==> src/rtl/burst_pkg.sv <==
// burst_pkg: shared state type and address helpers for burst_splitter
package burst_pkg;
    typedef enum logic [1:0] {IDLE, RBURST, WBURST} state_e;
    function automatic int unsigned bytes_of(input int unsigned dw);
        return dw / 8;
    endfunction
    function automatic logic is_pow2(input logic [31:0] v);
        return (v != '0) && ((v & (v - 32'd1)) == '0);
    endfunction
    function automatic logic [31:0] wrap_mask(input logic [31:0] len, input int unsigned bytes);
        return len * bytes - 32'd1;
    endfunction
endpackage

==> src/rtl/burst_splitter_if.sv <==
// burst_splitter_if: upstream bursting master and downstream single-beat slave signals
interface burst_splitter_if #(
    parameter int IADDR = 32,
    parameter int OADDR = 32,
    parameter int DW    = 32,
    parameter int BCW   = 4,
    parameter int PW    = 5
);
    logic [IADDR-1:0] addr_in;
    logic             write_in;
    logic [DW-1:0]    writedata_in;
    logic [DW/8-1:0]  byteenable_in;
    logic             read_in;
    logic [BCW-1:0]   burstcount_in;
    logic             waitrequest_out;
    logic [DW-1:0]    readdata_out;
    logic             readdatavalid_out;
    logic [OADDR-1:0] addr_out;
    logic             write_out;
    logic             read_out;
    logic [DW-1:0]    writedata_out;
    logic [DW/8-1:0]  byteenable_out;
    logic [DW-1:0]    readdata_in;
    logic             readdatavalid_in;
    logic             waitrequest_in;
    logic [PW-1:0]    rd_pend_out;
    modport slave (
        input  addr_in, write_in, writedata_in, byteenable_in, read_in, burstcount_in,
        input  readdata_in, readdatavalid_in, waitrequest_in,
        output waitrequest_out, readdata_out, readdatavalid_out, addr_out, write_out, read_out,
        output writedata_out, byteenable_out, rd_pend_out
    );
    modport master (
        output addr_in, write_in, writedata_in, byteenable_in, read_in, burstcount_in,
        output readdata_in, readdatavalid_in, waitrequest_in,
        input  waitrequest_out, readdata_out, readdatavalid_out, addr_out, write_out, read_out,
        input  writedata_out, byteenable_out, rd_pend_out
    );
endinterface

==> src/rtl/burst_addr_gen.sv <==
// burst_addr_gen: beat address from burst base, beat index and burst length (linear or wrapping)
module burst_addr_gen
    import burst_pkg::*;
#(
    parameter int IADDR = 32,
    parameter int DW    = 32,
    parameter int BCW   = 4,
    parameter int WRAP  = 0
) (
    input  logic [IADDR-1:0] base,
    input  logic [BCW-1:0]   idx,
    input  logic [BCW-1:0]   len,
    output logic [IADDR-1:0] addr
);
    localparam int unsigned BYTES = bytes_of(DW);
    logic [IADDR-1:0] lin, mask;
    always_comb begin
        lin = base + IADDR'(idx) * IADDR'(BYTES);
        mask = IADDR'(wrap_mask(32'(len), BYTES));
        addr = (WRAP != 0 && is_pow2(32'(len))) ? ((base & ~mask) | (lin & mask)) : lin;
    end
endmodule

==> src/rtl/burst_splitter.sv <==
// burst_splitter: Avalon-MM burst to single-beat converter with wrap support and read-pending limit
module burst_splitter
    import burst_pkg::*;
#(
    parameter int IADDR    = 32,
    parameter int OADDR    = 32,
    parameter int DW       = 32,
    parameter int BCW      = 4,
    parameter int WRAP     = 0,
    parameter int MAX_PEND = 16
) (
    input logic             clk_sys,
    input logic             rst,
    burst_splitter_if.slave bus
);
    localparam int PW = $clog2(MAX_PEND + 1);
    state_e state_q, state_d;
    logic [IADDR-1:0] base_q, base_d, beat_addr;
    logic [BCW-1:0] idx_q, idx_d, rem_q, rem_d, len_q, len_d, cnt;
    logic [PW-1:0] pend_q, pend_d;
    logic pend_full, rd_acc, wr_acc;
    burst_addr_gen #(.IADDR(IADDR), .DW(DW), .BCW(BCW), .WRAP(WRAP)) u_addr (
        .base(base_q),
        .idx (idx_q),
        .len (len_q),
        .addr(beat_addr)
    );
    always_comb begin
        cnt = (bus.burstcount_in == '0) ? BCW'(1) : bus.burstcount_in;
        pend_full = pend_q == PW'(MAX_PEND);
        bus.addr_out = OADDR'(state_q == IDLE ? bus.addr_in : beat_addr);
        bus.read_out = !rst && (state_q == IDLE ? bus.read_in && !pend_full : state_q == RBURST && !pend_full);
        bus.write_out = !rst && (state_q == IDLE ? bus.write_in && !bus.read_in : state_q == WBURST && bus.write_in);
        bus.waitrequest_out = rst || (state_q == IDLE ? bus.waitrequest_in || (bus.read_in && pend_full)
                                                      : state_q == RBURST || bus.waitrequest_in);
        bus.writedata_out = bus.writedata_in;
        bus.byteenable_out = bus.byteenable_in;
        bus.readdata_out = bus.readdata_in;
        bus.readdatavalid_out = bus.readdatavalid_in;
        bus.rd_pend_out = pend_q;
        rd_acc = bus.read_out && !bus.waitrequest_in;
        wr_acc = bus.write_out && !bus.waitrequest_in;
        state_d = state_q;
        base_d = base_q;
        idx_d = idx_q;
        rem_d = rem_q;
        len_d = len_q;
        if (state_q == IDLE && (rd_acc || wr_acc) && cnt > BCW'(1)) begin
            state_d = rd_acc ? RBURST : WBURST;
            base_d = bus.addr_in;
            len_d = cnt;
            idx_d = BCW'(1);
            rem_d = cnt - BCW'(1);
        end else if (state_q != IDLE && (rd_acc || wr_acc)) begin
            idx_d = idx_q + BCW'(1);
            rem_d = rem_q - BCW'(1);
            state_d = (rem_q == BCW'(1)) ? IDLE : state_q;
        end
        // a valid with no outstanding beat is a stray response and must not underflow
        pend_d = (rd_acc && bus.readdatavalid_in) ? pend_q
               : rd_acc ? pend_q + PW'(1)
               : (bus.readdatavalid_in && pend_q != '0) ? pend_q - PW'(1) : pend_q;
    end
    always_ff @(posedge clk_sys) begin
        if (rst) begin
            state_q <= IDLE;
            base_q <= '0;
            idx_q <= '0;
            rem_q <= '0;
            len_q <= '0;
            pend_q <= '0;
        end else begin
            state_q <= state_d;
            base_q <= base_d;
            idx_q <= idx_d;
            rem_q <= rem_d;
            len_q <= len_d;
            pend_q <= pend_d;
        end
    end
endmodule

==> src/flat_wrapper.sv <==
// flat-port wrapper written by rule: the top's interface ports become plain ports
module burst_splitter_flat import burst_pkg::*;
#(
    parameter int IADDR    = 32,
    parameter int OADDR    = 32,
    parameter int DW       = 32,
    parameter int BCW      = 4,
    parameter int WRAP     = 0,
    parameter int MAX_PEND = 16
)
  (clk_sys, rst, bus_addr_in, bus_write_in, bus_writedata_in, bus_byteenable_in, bus_read_in, bus_burstcount_in, bus_readdata_in, bus_readdatavalid_in, bus_waitrequest_in, bus_waitrequest_out, bus_readdata_out, bus_readdatavalid_out, bus_addr_out, bus_write_out, bus_read_out, bus_writedata_out, bus_byteenable_out, bus_rd_pend_out);
  burst_splitter_if #(.IADDR(IADDR), .OADDR(OADDR), .DW(DW), .BCW(BCW), .PW(($clog2(MAX_PEND + 1)))) bus_i ();
  input logic clk_sys;
  input logic rst;
  input wire logic [$bits(bus_i.addr_in)-1:0] bus_addr_in;
  input wire logic [$bits(bus_i.write_in)-1:0] bus_write_in;
  input wire logic [$bits(bus_i.writedata_in)-1:0] bus_writedata_in;
  input wire logic [$bits(bus_i.byteenable_in)-1:0] bus_byteenable_in;
  input wire logic [$bits(bus_i.read_in)-1:0] bus_read_in;
  input wire logic [$bits(bus_i.burstcount_in)-1:0] bus_burstcount_in;
  input wire logic [$bits(bus_i.readdata_in)-1:0] bus_readdata_in;
  input wire logic [$bits(bus_i.readdatavalid_in)-1:0] bus_readdatavalid_in;
  input wire logic [$bits(bus_i.waitrequest_in)-1:0] bus_waitrequest_in;
  output wire logic [$bits(bus_i.waitrequest_out)-1:0] bus_waitrequest_out;
  output wire logic [$bits(bus_i.readdata_out)-1:0] bus_readdata_out;
  output wire logic [$bits(bus_i.readdatavalid_out)-1:0] bus_readdatavalid_out;
  output wire logic [$bits(bus_i.addr_out)-1:0] bus_addr_out;
  output wire logic [$bits(bus_i.write_out)-1:0] bus_write_out;
  output wire logic [$bits(bus_i.read_out)-1:0] bus_read_out;
  output wire logic [$bits(bus_i.writedata_out)-1:0] bus_writedata_out;
  output wire logic [$bits(bus_i.byteenable_out)-1:0] bus_byteenable_out;
  output wire logic [$bits(bus_i.rd_pend_out)-1:0] bus_rd_pend_out;
  assign bus_i.addr_in = bus_addr_in;
  assign bus_i.write_in = bus_write_in;
  assign bus_i.writedata_in = bus_writedata_in;
  assign bus_i.byteenable_in = bus_byteenable_in;
  assign bus_i.read_in = bus_read_in;
  assign bus_i.burstcount_in = bus_burstcount_in;
  assign bus_i.readdata_in = bus_readdata_in;
  assign bus_i.readdatavalid_in = bus_readdatavalid_in;
  assign bus_i.waitrequest_in = bus_waitrequest_in;
  assign bus_waitrequest_out = bus_i.waitrequest_out;
  assign bus_readdata_out = bus_i.readdata_out;
  assign bus_readdatavalid_out = bus_i.readdatavalid_out;
  assign bus_addr_out = bus_i.addr_out;
  assign bus_write_out = bus_i.write_out;
  assign bus_read_out = bus_i.read_out;
  assign bus_writedata_out = bus_i.writedata_out;
  assign bus_byteenable_out = bus_i.byteenable_out;
  assign bus_rd_pend_out = bus_i.rd_pend_out;
  burst_splitter #(.IADDR(IADDR), .OADDR(OADDR), .DW(DW), .BCW(BCW), .WRAP(WRAP), .MAX_PEND(MAX_PEND)) u_core (.clk_sys(clk_sys), .rst(rst), .bus(bus_i));
endmodule
==> config.mk <==
export PLATFORM = sky130hd
export DESIGN_NAME = burst_splitter_flat
export DESIGN_NICKNAME = d
export VERILOG_FILES = /design/src/rtl/burst_pkg.sv /design/src/rtl/burst_splitter_if.sv /design/src/rtl/burst_addr_gen.sv /design/src/rtl/burst_splitter.sv /design/src/flat_wrapper.sv
export SDC_FILE = /design/constraint.sdc
export NUM_CORES = 1
export LEC_CHECK = 0
export CAP_MARGIN = 20
export CORE_AREA = 2 2 86 121
export DETAILED_ROUTE_END_ITERATION = 10
export DIE_AREA = 0 0 88 123
export PLACE_DENSITY = 0.8
export SLEW_MARGIN = 20
export SYNTH_ARGS = -nofsm -noshare
export SYNTH_HDL_FRONTEND = slang
export SYNTH_SLANG_ARGS = --single-unit
==> constraint.sdc <==
create_clock -name clk_sys -period 2.85 [get_ports clk_sys]
set_input_delay 0.57 -clock clk_sys [delete_from_list [all_inputs] [get_ports clk_sys]]
set_output_delay 0.57 -clock clk_sys [all_outputs]
set_load 0.03 [all_outputs]
# Word level (Yosys, flattened, before mapping)
# Cells that the tools add are included.
dict set report totals {
  mem_bits_ro 0
  mem_count 0
  elab_cells 65
  ff_bits 47
  output_inout_bits 109
  ram_bits 0
  in_bits 110
  latchBits 0
}
dict set report classes {
  magnitude_cmp 1
  n_eq_ne 4
  shift 0
  addsub 6
  n_div 0
  mux 15
  multipliers 0
  reduce_logical 32
  n_bitwise 1
}
# cell count
set ops {}
lappend ops {{$add 32x6->32} 1}
lappend ops {{$mux 32} 1}
lappend ops {{$logic_and 1x1->1} 14}
lappend ops {{$mux 4} 3}
lappend ops {{$mux 5} 2}
lappend ops {{$mux 2} 4}
lappend ops {{$reduce_bool 2->1} 4}
lappend ops {{$sub 4x1->4 const B} 2}
lappend ops {{$add 5x1->5 const B} 1}
lappend ops {{$eq 5x5->1 const B} 1}
lappend ops {{$mux 1} 5}
lappend ops {{$reduce_bool 5->1} 1}
lappend ops {{$sub 5x1->5 const B} 1}
lappend ops {{$add 4x1->4 const B} 1}
lappend ops {{$eq 4x1->1 const B} 1}
lappend ops {{$gt 4x1->1 const B} 1}
lappend ops {{$logic_not 1->1} 4}
lappend ops {{$logic_not 4->1} 1}
lappend ops {{$logic_or 1x1->1} 4}
lappend ops {{$reduce_and 2->1} 2}
lappend ops {{$eq 2x1->1 const B} 1}
lappend ops {{$eq 2x2->1 const B} 1}
lappend ops {{$logic_not 2->1} 1}
lappend ops {{$reduce_or 2->1} 1}
lappend ops {{$not 1->1} 1}

# Logic depth before layout (Yosys ltp)
dict set report logic_depth {
  depth_word 11
  mapped_depth 10
  depth_no_buf 8
}

# Cells and area by module
# Synthesis repeated with hierarchy kept, for this count alone.
dict set report hier_totals {
  cells_unflattened 494
  area_unflattened_um2 3925.0
}
# module seq_area_each_um2 n_inst cells_per_inst area_each_um2
set by_module_without_submodules {}
lappend by_module_without_submodules {burst_splitter 1021.0 1 389 3185.6}
lappend by_module_without_submodules {burst_addr_gen 0.0 1 105 739.5}

# Least setup slack after synthesis
# No wires, ideal clock.
dict set report synth_timing {
  path_type {flip-flop to output port}
  startpoint {reg u_core.idx_q[0]}
  endpoint {out bus_addr_out[28]}
  setup_slack_ns -0.325
  path_buffers 1
  arrival_time_ns 2.605
  path_stages_with_launch 9
  path_cell_list {dfxtp_1 -> ha_1 -> fa_1 -> a211o_1 -> o211ai_1 -> clkbuf_1 -> nor4_1 -> xnor2_1 -> o21ai_0}
}
dict set report synth_via {
  elab_chain_cells 2
}
# item line
set synth_rtl {}
lappend synth_rtl {{start, declared} burst_splitter.sv:19} ;# logic [BCW-1:0] idx_q, idx_d, rem_q, rem_d, len_q, len_d, cnt;
lappend synth_rtl {{start signal, assigned} burst_splitter.sv:75} ;# idx_q <= idx_d;
lappend synth_rtl {{$add 32x6->32} burst_addr_gen.sv:18} ;# lin = base + IADDR'(idx) * IADDR'(BYTES);
lappend synth_rtl {{$mux 32} burst_splitter.sv:31} ;# bus.addr_out = OADDR'(state_q == IDLE ? bus.addr_in : beat_addr);
lappend synth_rtl {{end, declared} flat_wrapper.sv:27} ;# output wire logic [$bits(bus_i.addr_out)-1:0] bus_addr_out;
# Every way passes these cells.

# Worst setup path after layout
dict set report layout_timing {
  startpoint {reg u_core.base_q[2]}
  endpoint {out bus_addr_out[30]}
}
dict set report layout_via {
  elab_chain_cells 2
}
# item line
set layout_rtl {}
lappend layout_rtl {{start, declared} burst_splitter.sv:18} ;# logic [IADDR-1:0] base_q, base_d, beat_addr;
lappend layout_rtl {{start signal, assigned} burst_splitter.sv:74} ;# base_q <= base_d;
lappend layout_rtl {{$add 32x6->32} burst_addr_gen.sv:18}
lappend layout_rtl {{$mux 32} burst_splitter.sv:31}
# Every way passes these cells.

==> load_flow_metrics.sql <==
INSERT INTO impl_metrics (metric_group, metric, value, unit) VALUES
('outcome', 'run_status', 'complete, but fails checks', ''),
('outcome', 'violated_checks', 'negative setup slack', ''),
('clock_network', 'worst_skew_pair.late_latency', '0.29', 'ns'),
('clock_network', 'clkTransAtPathRegs', '0.06', 'ns'),
('global_route', 'grt_pass1_wl', '16.1', 'mm'),
('global_route', 'grt.overflow.total', '0', ''),
('detailed_routing', 'drt_drc_violations_left', '0', ''),
('worst_setup_path', 'critPathTopFamily', 'compound AO/OA/AOI/OAI gates', ''),
('pwr', 'post-layout-total-power', '2.60', 'mW'),
('worst_setup_path', 'cp-end-kind', 'output pin', ''),
('timing', 'worst-slew-pin-transition', '0.944', 'ns'),
('finish', 'antenna-diode-count', '0', ''),
('clock_network', 'tritoncts.num_buffers', '5', ''),
('worst_setup_path', 'worst_ep_required_time', '2.28', 'ns'),
('timing', 'worst_slack', '-0.0513', 'ns'),
('die', 'die_area', '10800', 'um2'),
('worst_setup_path', 'startpoint_type', 'flop', ''),
('finish', 'most_used_cells_in_the_layout_excluding_fill_and_tap_cells', '109 x nand2_1, 53 x a21oi_1, 51 x clkdlybuf4s50_1, 40 x dfxtp_1, 37 x buf_4', ''),
('clock_network', 'clockBufferDepth', '2', ''),
('detailed_routing', 'drt.antenna.violating_nets', '0', ''),
('logic_synthesis', 'postSynthAreaPerCell', '7.42', 'um2'),
('global_route', 'via_count_of_the_first_global_routing_pass', '3380', ''),
('timing', 'rsz0062_at_grt', 'true', ''),
('timing', 'timing_max_transition_violations_final', '0', ''),
('clock_network', 'cts_root_buf', 'clkbuf_16', ''),
('logic_synthesis', 'ys_async_sr_fraction', '0', '%'),
('pwr', 'worst_ir_drop_vdd', '0.000420', 'V'),
('flow_run', 'cap_viol_max_count', '0', ''),
('timing', 'final.period_utilization', '102', '%'),
('logic_synthesis', 'synth-edff-count', '0', ''),
('logic_synthesis', 'synthesis.instances', '501', ''),
('worst_setup_path', 'crit_path_start', 'u_core.base_q[2]$_SDFFE_PP0N_', ''),
('logic_synthesis', 'synth_seq_cells', '47', ''),
('timing', 'finalHoldViolCount', '0', ''),
('logic_synthesis', 'synth_fp_nets', '625', ''),
('worst_setup_path', 'endpoint', 'bus_addr_out[30]', ''),
('worst_setup_path', 'worstPathCellList', 'ha_4, fa_2, a211o_1, o211ai_1, buf_4, nor3_2, mux2i_1, a211o_1, buf_6', ''),
('logic_synthesis', 'synth-main-ff-cell', 'dfxtp_1', ''),
('placement', 'place_congestion', '0.867', ''),
('worst_setup_path', 'cp_max_fo', '4', ''),
('clock_network', 'cts_tree', 'built', ''),
('worst_setup_path', 'arrival', '2.33', 'ns'),
('finish', 'synthToLayoutAreaGrowth', '24.0', '%'),
('worst_setup_path', 'timing.critical_path.depth', '9', ''),
('die', 'fp.dieH', '123', 'um'),
('worst_setup_path', 'worstReg2RegEnd', 'u_core.bus.rd_pend_out[4]$_SDFFE_PP0P_', ''),
('timing', 'report.final.setup_viol', '6', ''),
('detailed_routing', 'via_count', '3417', ''),
('timing', 'layout_min_cycle_time', '2.90', 'ns'),
('global_route', 'grt_use_total', '19.0', '%'),
('die', 'core', '9740', 'um2'),
('timing', 'slew-limit-headroom', '36.8', '%'),
('die', 'ioPinCount', '219', ''),
('pwr', 'power_per_cell_area', '564', 'nW/um2'),
('worst_setup_path', 'r2r_slack', '0.26', 'ns'),
('global_route', 'maximum_number_of_pins_on_one_net_before_global_route_repair', '37', ''),
('placement', 'number_of_buffers_inserted_by_port_buffering', '82', ''),
('detailed_routing', 'drt-initial-drc-count', '147', ''),
('logic_synthesis', 'synth-seq-area-share', '25.3', '%'),
('global_route', 'initial_antenna_violation_count', '0', ''),
('die', 'fp.dieW', '88', 'um'),
('logic_synthesis', 'biggest_area_contributors_in_the_synthesized_netlist', 'dfxtp_1 25%, buf_4 14%, nand2_1 11%, a21oi_1 7.1%, xnor2_1 6.1%', ''),
('worst_setup_path', 'ff2ff_path_depth', '8', ''),
('detailed_routing', 'detailedRoute.firstPassIterationCount', '4', ''),
('die', 'core.rowCount', '43', ''),
('placement', 'dp_cells', '643', ''),
('worst_setup_path', 'path_buf_inv', '2', ''),
('logic_synthesis', 'post_synth_instance_area', '3720', 'um2'),
('timing', 'hold_ws', '0.456', 'ns'),
('timing', 'clock-skew-final', '0.00765', 'ns'),
('placement', 'detailed_place_hpwl', '7.92', 'mm');
[worst register-to-register path: stages (launching register included)]
cell and delay, ns:
dfxtp_1 0.40, or4_4 0.61, o211ai_4 0.33, ha_1 0.34, a21o_1 0.22, a21oi_1 0.17, or3_1 0.14, o21ai_1 0.06
a41o_1 0.20
[flip-flops by register name, indices dropped and copies added (netlist names)]
name	count
u_core.base_q	32
u_core.bus.rd_pend_out	5
u_core.state_q	2
u_core.rem_q	4
u_core.idx_q	4
[metrics by stage]
step	TNS (ns)	setup slack [ns]	utilization [%]	area (um2)
after floorplan	0	0.0450	-	3750
after global placement	0	0.0189	43.1	4200
after detailed placement	-0.182	-0.0720	43.1	4200
after CTS	-0.365	-0.0515	46.6	4540
after global routing	-1.24	-0.165	47.3	4610
final	-0.202	-0.0513	47.3	4610
[repair_timing]
action / 4_1_cts / 5_1_grt
gates resized for setup: 24 / 18
pin swaps: 12 / 17
gates cloned: 1 / 0
setup buffers: 5 / 2
setup endpoints to repair: 19 / 21
hold buffers: 0 / 0
[per-layer routing]
layer	wire [um]	vias up	global-route usage, %
met5	0	-	0
met4	546	0	10.3
met3	857	50	4.74
met2	5400	120	35.0
met1	3600	1575	19.3
li1	-	1672	-
[power breakdown]
part,internal (mW),switching (mW)
clock,0.374,0.239
sequential,0.728,0.121
combinational,0.498,0.637
total,1.60,0.997
[how the worst min path moves through the flow]
| stage | endpoint | cells past startpoint | from | slack, ns |
|---|---|---|---|---|
| final | u_core.base_q[0]$_SDFFE_PP0N_ | 2 | u_core.base_q[0]$_SDFFE_PP0N_ | 0.46 |
| after global routing | u_core.base_q[1]$_SDFFE_PP0N_ | 2 | u_core.base_q[1]$_SDFFE_PP0N_ | 0.49 |
| after floorplan | u_core.base_q[0]$_SDFFE_PP0N_ | 2 | u_core.base_q[0]$_SDFFE_PP0N_ | 0.44 |
| after detailed placement | u_core.base_q[0]$_SDFFE_PP0N_ | 2 | u_core.base_q[0]$_SDFFE_PP0N_ | 0.45 |
| after CTS | u_core.base_q[0]$_SDFFE_PP0N_ | 2 | u_core.base_q[0]$_SDFFE_PP0N_ | 0.46 |
| after global placement | u_core.base_q[1]$_SDFFE_PP0N_ | 2 | u_core.base_q[1]$_SDFFE_PP0N_ | 0.44 |
[cells by family after synthesis]
group,count (synthesis),share of synthesized area (%)
AND/OR/NAND/NOR,186,23.4
AO/OA/AOI/OAI,110,18.4
buffers and inverters,105,18.4
flip-flops,47,25.3
XOR/XNOR,34,8.01
adder cells (fa/ha/maj),14,5.12
multiplexers,5,1.35
[layout make-up]
cell class	count	area (um2)
clock buffer	8	156
fill	968	5130
inverter	13	48.8
multi-input combinational	349	2260
sequential	47	955
tap	135	169
timing repair buffer	106	1020
[synth_stat cells, types with 2 or more instances]
cell,count
nor3_1,9
buf_2,5
xor2_1,8
dfxtp_1,47
or3_1,2
o211ai_1,4
a211o_1,3
inv_1,13
and4_1,3
a211oi_1,2
buf_6,3
buf_4,70
nor4_1,6
o21ai_1,6
a31oi_1,3
nor3b_1,2
a21o_1,4
mux2i_1,5
nand2_1,109
clkbuf_1,12
xnor2_1,26
nand4_1,2
o21ai_0,20
nor2_1,28
ha_1,12
a21oi_1,53
fa_1,2
nand3_1,10
buf_1,2
and3_1,4
Note: power is estimated with default switching activity, not from simulation.
